==> config.mk <==
export PLATFORM = sky130hd
export DESIGN_NAME = mem_access_unit
export DESIGN_NICKNAME = d
export VERILOG_FILES = /design/src/rtl/mem_access_unit.sv
export SDC_FILE = /design/constraint.sdc
export NUM_CORES = 1
export LEC_CHECK = 0
export BUFFER_PORTS_ARGS = -buffer_cell sky130_fd_sc_hd__buf_4
export CORE_MARGIN = 1.5
export CORE_UTILIZATION = 58
export CTS_BUF_LIST = sky130_fd_sc_hd__clkbuf_8
export DETAILED_ROUTE_END_ITERATION = 8
export GPL_ROUTABILITY_DRIVEN = 0
export PLACE_DENSITY_LB_ADDON = 0.25
export SLEW_MARGIN = 20
export SYNTH_ARGS = -nofsm -noshare
export SYNTH_HDL_FRONTEND = slang
export SYNTH_SLANG_ARGS = --single-unit
==> constraint.sdc <==
create_clock -name clk -period 2.8 [get_ports clk]
set_input_delay 0.28 -clock clk [delete_from_list [all_inputs] [get_ports clk]]
set_output_delay 0.28 -clock clk [all_outputs]
set_load 0.005 [all_outputs]
==> src/rtl/mem_access_unit.sv <==
// Load/store unit serialising 1/2/4/8-byte CPU accesses into byte RAM cycles; MEM_ACCESS_MISALIGN_TRAP_EN rejects misaligned accesses.
// Latency: store done N+1, load done N+2 cycles after acceptance; CPU stalls via busy, req ignored unless idle.
module mem_access_unit #(
  parameter int DATA_W = 32,
  parameter int ADDR_W = 16
) (
  input  logic              clk,
  input  logic              rst,
  input  logic              req,
  input  logic              we,
  input  logic [1:0]        size,
  input  logic              uns,
  input  logic [ADDR_W-1:0] addr,
  input  logic [DATA_W-1:0] wdata,
  output logic              busy,
  output logic              done,
  output logic              err,
  output logic [DATA_W-1:0] rdata,
  output logic [ADDR_W-1:0] ram_addr,
  output logic [7:0]        ram_wdata,
  output logic              ram_we,
  input  logic [7:0]        ram_rdata
);

  typedef enum logic [1:0] {IDLE, XFER, WAIT, RESP} state_t;

  state_t              state, state_nxt;
  logic                we_q, uns_q;
  logic [1:0]          size_q;
  logic [ADDR_W-1:0]   addr_q;
  logic [DATA_W-1:0]   wdata_q, wsh;
  logic [2:0]          cnt, last_idx;
  logic                err_pend;
  logic                p1_vld, p2_vld;
  logic [2:0]          p1_idx, p2_idx;
  logic [DATA_W-1:0]   shreg, asm_dat, ext_dat;
  logic                illegal, accept, sbit;
  int                  nb8;

  assign last_idx = 3'((4'd1 << size_q) - 4'd1);
  assign accept   = (state == IDLE) && req && !err_pend;
  assign wsh      = wdata_q >> {cnt, 3'b000};

  always_comb begin
    illegal = ((32'd8 << size) > DATA_W);
`ifdef MEM_ACCESS_MISALIGN_TRAP_EN
    if ((addr[2:0] & 3'((4'd1 << size) - 4'd1)) != 3'd0) illegal = 1'b1;
`endif
  end

  always_ff @(posedge clk or negedge rst) begin
    if (!rst) state <= IDLE;
    else      state <= state_nxt;
  end

  always_comb begin
    state_nxt = state;
    case (state)
      IDLE:    if (accept && !illegal) state_nxt = XFER;
      XFER:    if (cnt == last_idx) state_nxt = we_q ? RESP : WAIT;
      WAIT:    state_nxt = RESP;
      RESP:    state_nxt = IDLE;
      default: state_nxt = IDLE;
    endcase
  end

  // Read bytes arrive two edges after issue; merge the arriving lane so RESP sees the last byte.
  always_comb begin
    asm_dat = shreg;
    for (int k = 0; k < DATA_W / 8; k++)
      if (p2_vld && p2_idx == 3'(k)) asm_dat[8*k +: 8] = ram_rdata;
  end

  always_comb begin
    nb8  = 8 << size_q;
    sbit = asm_dat[nb8-1];
    for (int b = 0; b < DATA_W; b++)
      ext_dat[b] = (b < nb8) ? asm_dat[b] : (sbit & ~uns_q);
  end

  always_ff @(posedge clk or negedge rst) begin
    if (!rst) begin
      we_q      <= 1'b0;
      uns_q     <= 1'b0;
      size_q    <= 2'd0;
      addr_q    <= '0;
      wdata_q   <= '0;
      cnt       <= 3'd0;
      err_pend  <= 1'b0;
      err       <= 1'b0;
      busy      <= 1'b0;
      done      <= 1'b0;
      rdata     <= '0;
      ram_addr  <= '0;
      ram_wdata <= 8'd0;
      ram_we    <= 1'b0;
      p1_vld    <= 1'b0;
      p1_idx    <= 3'd0;
      p2_vld    <= 1'b0;
      p2_idx    <= 3'd0;
      shreg     <= '0;
    end else begin
      err_pend <= accept && illegal;
      err      <= err_pend;
      busy     <= (state == XFER) || (state == WAIT);
      done     <= (state == RESP);
      ram_we   <= 1'b0;
      p1_vld   <= 1'b0;
      p2_vld   <= p1_vld;
      p2_idx   <= p1_idx;
      if (p2_vld) shreg <= asm_dat;
      if (accept && !illegal) begin
        we_q    <= we;
        uns_q   <= uns;
        size_q  <= size;
        addr_q  <= addr;
        wdata_q <= wdata;
        cnt     <= 3'd0;
      end
      if (state == XFER) begin
        ram_addr  <= addr_q + ADDR_W'(cnt);
        ram_we    <= we_q;
        ram_wdata <= wsh[7:0];
        p1_vld    <= !we_q;
        p1_idx    <= cnt;
        cnt       <= cnt + 3'd1;
      end
      if (state == RESP && !we_q) rdata <= ext_dat;
    end
  end

endmodule
# After elaboration in Yosys (flattened, before gate mapping)
# Cells that the tools add are included.
dict set report totals {
  register_bits 158
  input_bits 63
  output_inout_bits 60
}
dict set report classes {
  n_addsub 4
  n_lt_le_gt_ge 34
  n_eq_ne 9
  n_shift 4
  mux 47
  bitwise 2
  reduce_logical 17
}
# operator n
set ops {}
lappend ops {{< comparator 6 x 32 -> 1 bit, first input constant} 16}
lappend ops {{< comparator 5 x 32 -> 1 bit, first input constant} 8}
lappend ops {{< comparator 4 x 32 -> 1 bit, first input constant} 4}
lappend ops {{< comparator 3 x 32 -> 1 bit, first input constant} 2}
lappend ops {{left shift 4 x 2 -> 32 bit, first input constant} 2}
lappend ops {{two-way mux 1 bit} 37}
lappend ops {{> comparator 32 x 6 -> 1 bit, second input constant} 1}
lappend ops {{< comparator 1 x 32 -> 1 bit, first input constant} 1}
lappend ops {{< comparator 2 x 32 -> 1 bit, first input constant} 1}
lappend ops {{< comparator 32 x 7 -> 1 bit, second input constant} 1}
lappend ops {{two-way mux 8 bit} 4}
lappend ops {{>> shifter 32 x 6 -> 8 bit} 1}
lappend ops {{subtractor 32 x 2 -> 32 bit, second input constant} 1}
lappend ops {{adder 16 x 3 -> 16 bit} 1}
lappend ops {{logical AND 1 bit} 9}
lappend ops {{case mux 2 bit (4 select lines)} 1}
lappend ops {{== test 3 x 2 -> 1 bit, second input constant} 2}
lappend ops {{two-way mux 3 bit} 2}
lappend ops {{binary-select mux 1 bit (select 5 bit)} 1}
lappend ops {{== test 2 bit, second input constant} 2}
lappend ops {{two-way mux 2 bit} 2}
lappend ops {{adder 3 x 1 -> 3 bit, second input constant} 1}
lappend ops {{== test 3 x 1 -> 1 bit, second input constant} 1}
lappend ops {{== test 3 bit} 1}
lappend ops {{other kinds (13)} 15}

# Logic depth before layout (Yosys ltp)
# Gate-level depths: netlist (run 1).
dict set report depth {
  ltp_word 8
  depth_mapped 10
}

# Worst setup path before layout (run 1)
# Ideal clock, no wire load.
dict set report synth_path {
  path_type {register to register}
  startpoint {register size_q[0]}
  endpoint {register rdata[16]}
  setup_ns 0.074
  t_arrival_ns 1.915
  t_required_ns 2.726
  slack_ns 0.811
  stages_incl_launch_ff 11
  n_path_buf 3
  period_less_slack_ns 1.989
  cell_sequence {dfrtp_1 > nor2_2 > inv_1 > clkbuf_1 > ha_1 > buf_1 > nor2_1 > o21ai_0 > o22a_2 > buf_6 > o21ai_2}
}
dict set report synth_between {
  elab_chain_len 7
}
# element line
set synth_rtl {}
lappend synth_rtl {{from (decl)} 29} ;# logic [1:0] size_q;
lappend synth_rtl {{from (signal assigned)} 115} ;# size_q <= size;
lappend synth_rtl {{left shift 4 x 2 -> 32 bit (*)} 75} ;# nb8 = 8 << size_q;
lappend synth_rtl {{subtractor 32 x 2 -> 32 bit} 76} ;# sbit = asm_dat[nb8-1];
lappend synth_rtl {{binary-select mux 1 bit (select 5 bit)} 76}
lappend synth_rtl {{two-way mux 1 bit (implied by the code) (2 in a row)} 76}
lappend synth_rtl {{bitwise AND 1 bit} 78} ;# ext_dat[b] = (b < nb8) ? asm_dat[b] : (sbit & ~uns_q);
lappend synth_rtl {{two-way mux 1 bit (*)} 78}
lappend synth_rtl {{to (signal assigned)} 128} ;# if (state == RESP && !we_q) rdata <= ext_dat;
lappend synth_rtl {{to (decl)} 18} ;# output logic [DATA_W-1:0] rdata,
# Mark *: on every way between the ends. The rest lies on a longest branch, timed or not. The select of a mux whose other input is x is not followed.
# A chain may end at the register's enable or synchronous reset.

# Worst setup path after layout (run 1)
dict set report layout_path {
  startpoint {register size_q[1]}
  endpoint {register rdata[20]}
}
# The elaborated chain is that of the path after synthesis.

==> results.ini, run 1 <==
[die]
initial_core_util_pct = 59.5
io_pins = 123
die_y_um = 111
die_x_um = 111
dieArea_um2 = 12400
core_um2 = 11400
placementRows = 39

[grt]
first_global_vias = 5301
grt_max_degree = 66
grt_overflow = 0
grtUsageTotal_pct = 25.8
grt_antenna_before_repair = 0
grt_pass1_wl_um = 25500

[critical_path]
worstSetupPathType = reg2reg
rr_startpoint = size_q[1]
cp_slowest_cell = ha_1
r2r-end = rdata[20]
reg2reg_depth = 7
path_max_fanout = 16
path_cells = nor2_2 > inv_1 > ha_1 > nor2_1 > o21ai_0 > o22a_2 > o21ai_0
cp_top_family = compound AO/OA/AOI/OAI gates
cp.arrival_ns = 2.75
endpoint_kind = flip-flop
cp_common_cell = o21ai_0
rrSetupSlack_ns = 0.36
critPathMaxStageDelay_ns = 0.59
path_buf_inv = 1
start_kind = flip-flop
required_ns = 3.11

[timing]
holdWs_ns = 0.0148
rsz0062_at_grt = false
hold_violations = 0
fmax_mhz = 409
finalSetupViolCount = 0
period_share_pct = 87.3
slew_viol_final = 0
worst_pin_slew_ns = 0.664
period_needed_ns = 2.44
max_slew_margin_pct = 55.7
fin_tns_setup_ns = 0
skew_ns = 0.0121

[clocking]
tritoncts = yes
cts_resized = 0
cts_buffers = 17
clk_path_buf_depth = 2
clock_sinks = 158
ctsHtreeMaxLevel = 4
postCtsSetupBuffers = 0
cts.reportedPaths.clkPinSlew_ns = 0.08
clkLatencyLatePin_ns = 0.46
cts_hold_buf = 15
root_buffer = clkbuf_8

[routing]
viasPerCell = 5.37
first_pass_iters = 4
wl_per_cell_um = 15.6
wl_um = 14700
drtIter0Drc = 280
drcViolationCount = 0
ant_nets = 0
via_count = 5047

[yosys]
syn-num-nets = 725
netlist.area_leader.share_pct = 58.2
synth_most_common_cell = nand2_1
synth_edf_count = 0
synth.area.top_cells = dfrtp_1, nand2_1, mux2_2, mux4_2, nor2_1
ys_seq_elements = 158
yosys-top-cells-count = nand2_1, dfrtp_1, nor2_1
synthCells = 651
netlist_area_um2 = 6790
yosys_warnings = 0
yosys.area.top_type = dfrtp_1
yosysSeqAreaShare_pct = 58.2
syn_avg_cell_area_um2 = 10.4
synthFlopType = dfrtp_1
synth_cell_types = 51
synth-async-reset-ratio_pct = 100

[cells_and_area]
synthToLayoutAreaGrowth_pct = 23.9
nNetsFinal = 859
n_fill_cell = 819
antennaDiodeCount = 0
multi_input_area_um2 = 2650
design_area_um2 = 8410
fin_util_pct = 73.7
layout-drive-gt1-share_pct = 27.7
seqCellArea_um2 = 3950

[min_path]
hold_depth = 3
hold_path_class = in2reg
hold_end = wdata_q[17]
min-delay-start = wdata[17]

[place]
placed_cell_area_um2 = 7880
port_buffers = 122
dp_hpwl_um = 9980

[flow_run]
drv_cap = 0

[power]
p_leak_uw = 0.00411
power_density_nw_per_um2 = 1140
ir_worst_vdd_uv = 660

[status]
outcome = finished clean

worst max path at each step:
stage	from	endpoint	slack, ns	cells after the start
2_1_floorplan	size_q[0]	rdata[16]	0.81	10
3_3_place_gp	size_q[1]	rdata[26]	0.49	7
3_5_place_dp	size_q[1]	rdata[20]	0.37	7
4_1_cts	size_q[1]	rdata[20]	0.37	7
5_1_grt	size_q[1]	rdata[20]	0.009	7
6_report	size_q[1]	rdata[20]	0.36	7
metal layers:
metal,GRT usage [%],part of all wire [%]
met4,9.20,1.3
met1,34.5,44
met3,5.85,5.2
met2,41.9,50
met5,0,0
metrics by stage:
stage / setup WS, ns / power, µW / instances
6_report: 0.356 / 9610 / 940
5_1_grt: 0.00894 / 10300 / 940
4_1_cts: 0.371 / 9680 / 940
3_5_place_dp: 0.366 / 8010 / 894
3_3_place_gp: 0.490 / 7800 / 894
2_1_floorplan: 0.811 / 6500 / 651
report_power, final:
group          switching, µW  total (µW)  internal (µW)  leakage [µW]
sequential               660        4030           3370       0.00193
clock                    823        1640            822      0.000187
combinational           1970        3940           1960       0.00200
placed cells by master, fill, tap and decap left out, types with 7 or more instances in the layout:
cell / count
o2bb2ai_1: 8
clkbuf_8: 19
nor2_1: 47
o22a_1: 8
o21ai_0: 11
xnor2_1: 12
dfrtp_1: 158
o21ai_2: 9
buf_4: 131
a21oi_1: 30
dlygate4sd3_1: 15
inv_1: 17
and2_1: 9
nor3_1: 7
ha_1: 10
mux2_2: 30
nand2_1: 206
mux4_2: 8
final cells by class:
cell class	instances	area share [%]
clock buffers	19	3.11
clock inverters	12	1.44
inverters	16	0.714
multi-input cells	443	31.5
flip-flops and latches	158	47.0
well taps	143	2.13
repair buffers	149	14.1
kinds of logic (layout without fill, tap and decap cells):
| family | count (synthesis) | in the layout | share of synthesized area [%] |
|---|---|---|---|
| AO/OA/AOI/OAI | 80 | 80 | 8.24 |
| multiplexers | 41 | 41 | 8.07 |
| buffers and inverters | 50 | 196 | 3.04 |
| flip-flops | 158 | 158 | 58.2 |
| XOR/XNOR | 15 | 15 | 1.94 |
| adder cells (fa/ha/maj) | 11 | 11 | 2.14 |
| AND/OR/NAND/NOR | 296 | 296 | 18.3 |
tightest hold or removal path, cell delays in order:
cell     delay [ns]
buf_4          0.07
nand2_1        0.04
nand2_1        0.05
flip-flops by register name, indices dropped and copies added, names as in the netlist:
register,count
p2_idx,3
we_q,1
ram_wdata,8
state,2
ram_addr,16
size_q,2
addr_q,16
cnt,3
p2_vld,1
busy,1
shreg,32
err,1
rdata,32
ram_we,1
p1_idx,3
p1_vld,1
wdata_q,32
err_pend,1
done,1
uns_q,1
Note: power is estimated with default switching activity, not from simulation.
==> run 2, diff against run 1 <==
- CORE_UTILIZATION: 58 -> 25
- clock period: 2.8 -> 3.15 ns (I/O delays scaled with it)
==> results.ini, run 2 (synthesized netlist as in run 1, its figures left out) <==
[routing]
viasPerCell = 4.34
drtIter0Drc = 254
wl_per_cell_um = 15.1
ant_nets = 0
wl_um = 17100
drcViolationCount = 0
via_count = 4912
first_pass_iters = 4

[cells_and_area]
antennaDiodeCount = 0
largestRegisters = rdata x32, shreg x32, wdata_q x32
synthToLayoutAreaGrowth_pct = 26.3
nNetsFinal = 851
layout-drive-gt1-share_pct = 28.4
layout_commonest_cell = nand2_1
n_fill_cell = 2783
mostFrequentLayoutCells = nand2_1, dfrtp_1, buf_4

[place]
dp_hpwl_um = 11700
dpl_worst_slack_ns = 0.634
port_buffers = 122

[grt]
met2_usage_pct = 19.9
grt_use_met1_pct = 17.6
grt_overflow = 0
grt_use_met3_pct = 3.81
grtUsageTotal_pct = 12.8
grt_pass1_wl_um = 28200
grt_antenna_before_repair = 0
top_usage_layer = met2
first_global_vias = 5115
grt_max_degree = 78

[timing]
rsz0062_at_grt = false
holdWs_ns = 0.0321
finalWorstSetupSlack_ns = 0.651
finalSetupViolCount = 0
period_share_pct = 79.3
slew_viol_final = 0
fin_tns_setup_ns = 0
fmax_mhz = 400
hold_violations = 0
period_needed_ns = 2.50
max_slew_margin_pct = 47.2
skew_ns = 0.0171
worst_pin_slew_ns = 0.792

[clocking]
postCtsSetupBuffers = 0
ctsHtreeMaxLevel = 4
clock_sinks = 158
cts_buffers = 17
clkLatencyLatePin_ns = 0.46
cts_hold_buf = 5
root_buffer = clkbuf_8
cts.reportedPaths.clkPinSlew_ns = 0.11
cts_resized = 0
tritoncts = yes
clk_path_buf_depth = 2

[critical_path]
cp_slowest_cell = ha_1
required_ns = 3.47
path_buf_inv = 1
critPathMaxStageDelay_ns = 0.62
path_max_fanout = 16
path_cells = nor2_2 > inv_1 > ha_1 > nor2_1 > o21ai_0 > o22a_2 > o21ai_0
start_kind = flip-flop
cp_top_family = compound AO/OA/AOI/OAI gates
cp_common_cell = o21ai_0
cp.arrival_ns = 2.82
worstSetupPathType = reg2reg
endpoint_kind = flip-flop

[die]
die_y_um = 168
initial_core_util_pct = 25.3
io_pins = 123
core_um2 = 26800
placementRows = 60
dieArea_um2 = 28200
die_x_um = 168

[power]
finalPower_uw = 8600
power_density_nw_per_um2 = 1000
ir_worst_vdd_uv = 308
p_leak_uw = 0.00409

[min_path]
hold_path_class = in2reg

[status]
outcome = finished clean

[flow_run]
drv_cap = 0

-- run 2: cell types whose count changed in the layout (fill, tap and decap cells not counted), sizes merged --
cell / delta
bufinv: -2
buf: +2
clkinvlp: -4
clkbuf: -2
dlygate4sd3: -10
inv: +9
-- run 2: cell type report --
class / count / area, µm² / area share, %
Sequential cell: 158 / 3950 / 46.1
Timing Repair Buffer: 141 / 1090 / 12.7
Multi-Input combinational cell: 443 / 2650 / 30.9
Clock buffer: 17 / 234 / 2.73
Inverter: 16 / 60.1 / 0.701
Tap cell: 341 / 427 / 4.98
Clock inverter: 15 / 165 / 1.93
-- run 2: tightest hold or removal path, cell delays in order --
cell	delay, ns
buf_4	0.08
nand2_1	0.04
nand2_1	0.04
-- run 2: power breakdown --
part,internal (µW),total (µW),switching (µW),leakage [µW]
logic,1730,3490,1770,0.00196
registers,2990,3580,585,0.00193
clock network,604,1530,928,0.000200
-- run 2: through the flow --
stage | std cells | utilization, % | area, µm²
2_1_floorplan | 651 | - | 6790
3_3_place_gp | 1094 | 30.3 | 8120
3_5_place_dp | 1094 | 30.3 | 8120
4_1_cts | 1131 | 32.0 | 8570
5_1_grt | 1131 | 32.0 | 8570
6_report | 1131 | 32.0 | 8570
-- run 2: path summary, 6_finish.rpt --
check | start | cells after the start | slack, ns | end
worst min-delay path | wdata[25] | 3 | 0.03 | wdata_q[25]
min in group asynchronous | rst | 2 | 0.45 | shreg[5]
worst max register to register | size_q[1] | 7 | 0.65 | rdata[26]
worst max-delay path | size_q[1] | 7 | 0.65 | rdata[26]
worst min register to register | p1_vld | 0 | 0.37 | p2_vld
max in group asynchronous | rst | 3 | 1.83 | we_q
-- run 2: layer usage --
layer  wire length (µm)  vias up
li1                   -     2409
met1               8410     2372
met2               7580      121
met3                961       10
met4                152        0
met5                  0        -
==> run 3, diff against run 2 <==
- clock period: 3.15 -> 2.5 ns (I/O delays scaled with it)
==> results.ini, run 3 (synthesized netlist as in run 1, its figures left out) <==
[cells_and_area]
layout_commonest_cell = nand2_1
fin_util_pct = 34.2
nNetsFinal = 900
synthToLayoutAreaGrowth_pct = 34.9
antennaDiodeCount = 0
largestRegisters = rdata x32, shreg x32, wdata_q x32
instances_no_fill = 1180
n_fill_cell = 2821
mostFrequentLayoutCells = nand2_1, dfrtp_1, buf_4
layout-drive-gt1-share_pct = 27.1

[grt]
grtUsageTotal_pct = 13.0
grt_antenna_before_repair = 0
grt_overflow = 0
grt_max_degree = 68
grt_pass1_wl_um = 28700
first_global_vias = 5276

[clocking]
cts_hold_buf = 51
postCtsSetupBuffers = 0
tritoncts = yes
cts.reportedPaths.clkPinSlew_ns = 0.10
cts_buffers = 17
ctsHtreeMaxLevel = 4
clock_sinks = 158
root_buffer = clkbuf_8
clkLatencyLatePin_ns = 0.45
clk_path_buf_depth = 2
cts_resized = 0

[place]
port_buffers = 122
dpl.cell_count = 1097
dpl_worst_slack_ns = 0.239
dp_hpwl_um = 11700

[timing]
fmax_mhz = 434
finalWorstSetupSlack_ns = 0.198
period_needed_ns = 2.30
period_share_pct = 92.1
hold_violations = 0
fin_tns_setup_ns = 0
skew_ns = 0.0172
rsz0062_at_grt = false
slew_viol_final = 0
worst_pin_slew_ns = 0.645
finalSetupViolCount = 0
max_slew_margin_pct = 57.0

[critical_path]
worstSetupPathType = reg2reg
rr_startpoint = size_q[1]
rrSetupSlack_ns = 0.20
path_max_fanout = 15
required_ns = 2.82
reg2reg_depth = 6
cp.arrival_ns = 2.62
start_kind = flip-flop
r2r-end = rdata[19]
endpoint_kind = flip-flop

[die]
die_y_um = 168
placementRows = 60
die_x_um = 168
core_um2 = 26800
dieArea_um2 = 28200
io_pins = 123
initial_core_util_pct = 25.3

[flow_run]
drv_cap = 0

[routing]
via_count = 5145
ant_nets = 0
viasPerCell = 4.36
drtIter0Drc = 304
first_pass_iters = 4
wl_um = 17200
drcViolationCount = 0
wl_per_cell_um = 14.5

[power]
ir_worst_vdd_uv = 373
p_leak_uw = 0.00434
power_density_nw_per_um2 = 1230

[status]
outcome = finished clean

[min_path]
hold_depth = 3
min-delay-start = ram_rdata[3]
hold_path_class = in2reg
hold_end = shreg[27]

run 3: cell types whose count changed in the layout (fill, tap and decap cells not counted):
| cell | change |
|---|---|
| clkinv_4 | +1 |
| clkinv_8 | -3 |
| bufinv_16 | +4 |
| buf_4 | -1 |
| buf_12 | +4 |
| dlygate4sd3_1 | +46 |
| inv_8 | -1 |
| inv_6 | -2 |
| clkinv_2 | +1 |
run 3: worst max-delay path, stage by stage, from the launching register on:
cell      delay [ns]
dfrtp_1         0.47
nor2_2          0.22
inv_1           0.24
or3_1           0.41
o311ai_0        0.16
o22a_2          0.49
o21ai_0         0.16
run 3: metal layers:
metal | wire, µm | up-vias | GRT usage, %
met3 | 846 | 13 | 3.20
met4 | 197 | 0 | 3.60
met2 | 7700 | 131 | 20.3
li1 | - | 2504 | -
met1 | 8430 | 2497 | 17.9
met5 | 0 | - | 0
run 3: worst max path at each step:
stage	startpoint	to	cells past startpoint
floorplan	size_q[0]	rdata[16]	10
global placement	size_q[0]	rdata[26]	6
detailed placement	size_q[1]	rdata[19]	6
CTS	size_q[1]	rdata[19]	6
global route	size_q[1]	rdata[20]	6
finish	size_q[1]	rdata[19]	6
run 3: power breakdown:
| part | internal, µW | switching, µW |
|---|---|---|
| Sequential | 3770 | 749 |
| Clock | 1130 | 1060 |
| Combinational | 2300 | 2230 |
run 3: through the flow:
stage | hold WS [ns] | power [µW] | instance area [µm²]
final | 0.0637 | 11200 | 9160
after global routing | 0.0256 | 12200 | 9160
after CTS | 0.0247 | 11500 | 9160
after detailed placement | 0.312 | 9150 | 8200
after global placement | 0.315 | 9080 | 8200
after floorplan | -0.0456 | 7280 | 6790
run 3: area by class of cell:
type,instances,area (µm²),share of cell area [%]
repair buffers,190,1620,17.7
clock buffers,17,234,2.55
multi-input cells,443,2650,28.9
well taps,341,427,4.66
flip-flops and latches,158,3950,43.2
inverters,16,60.1,0.656
clock inverters,15,221,2.42
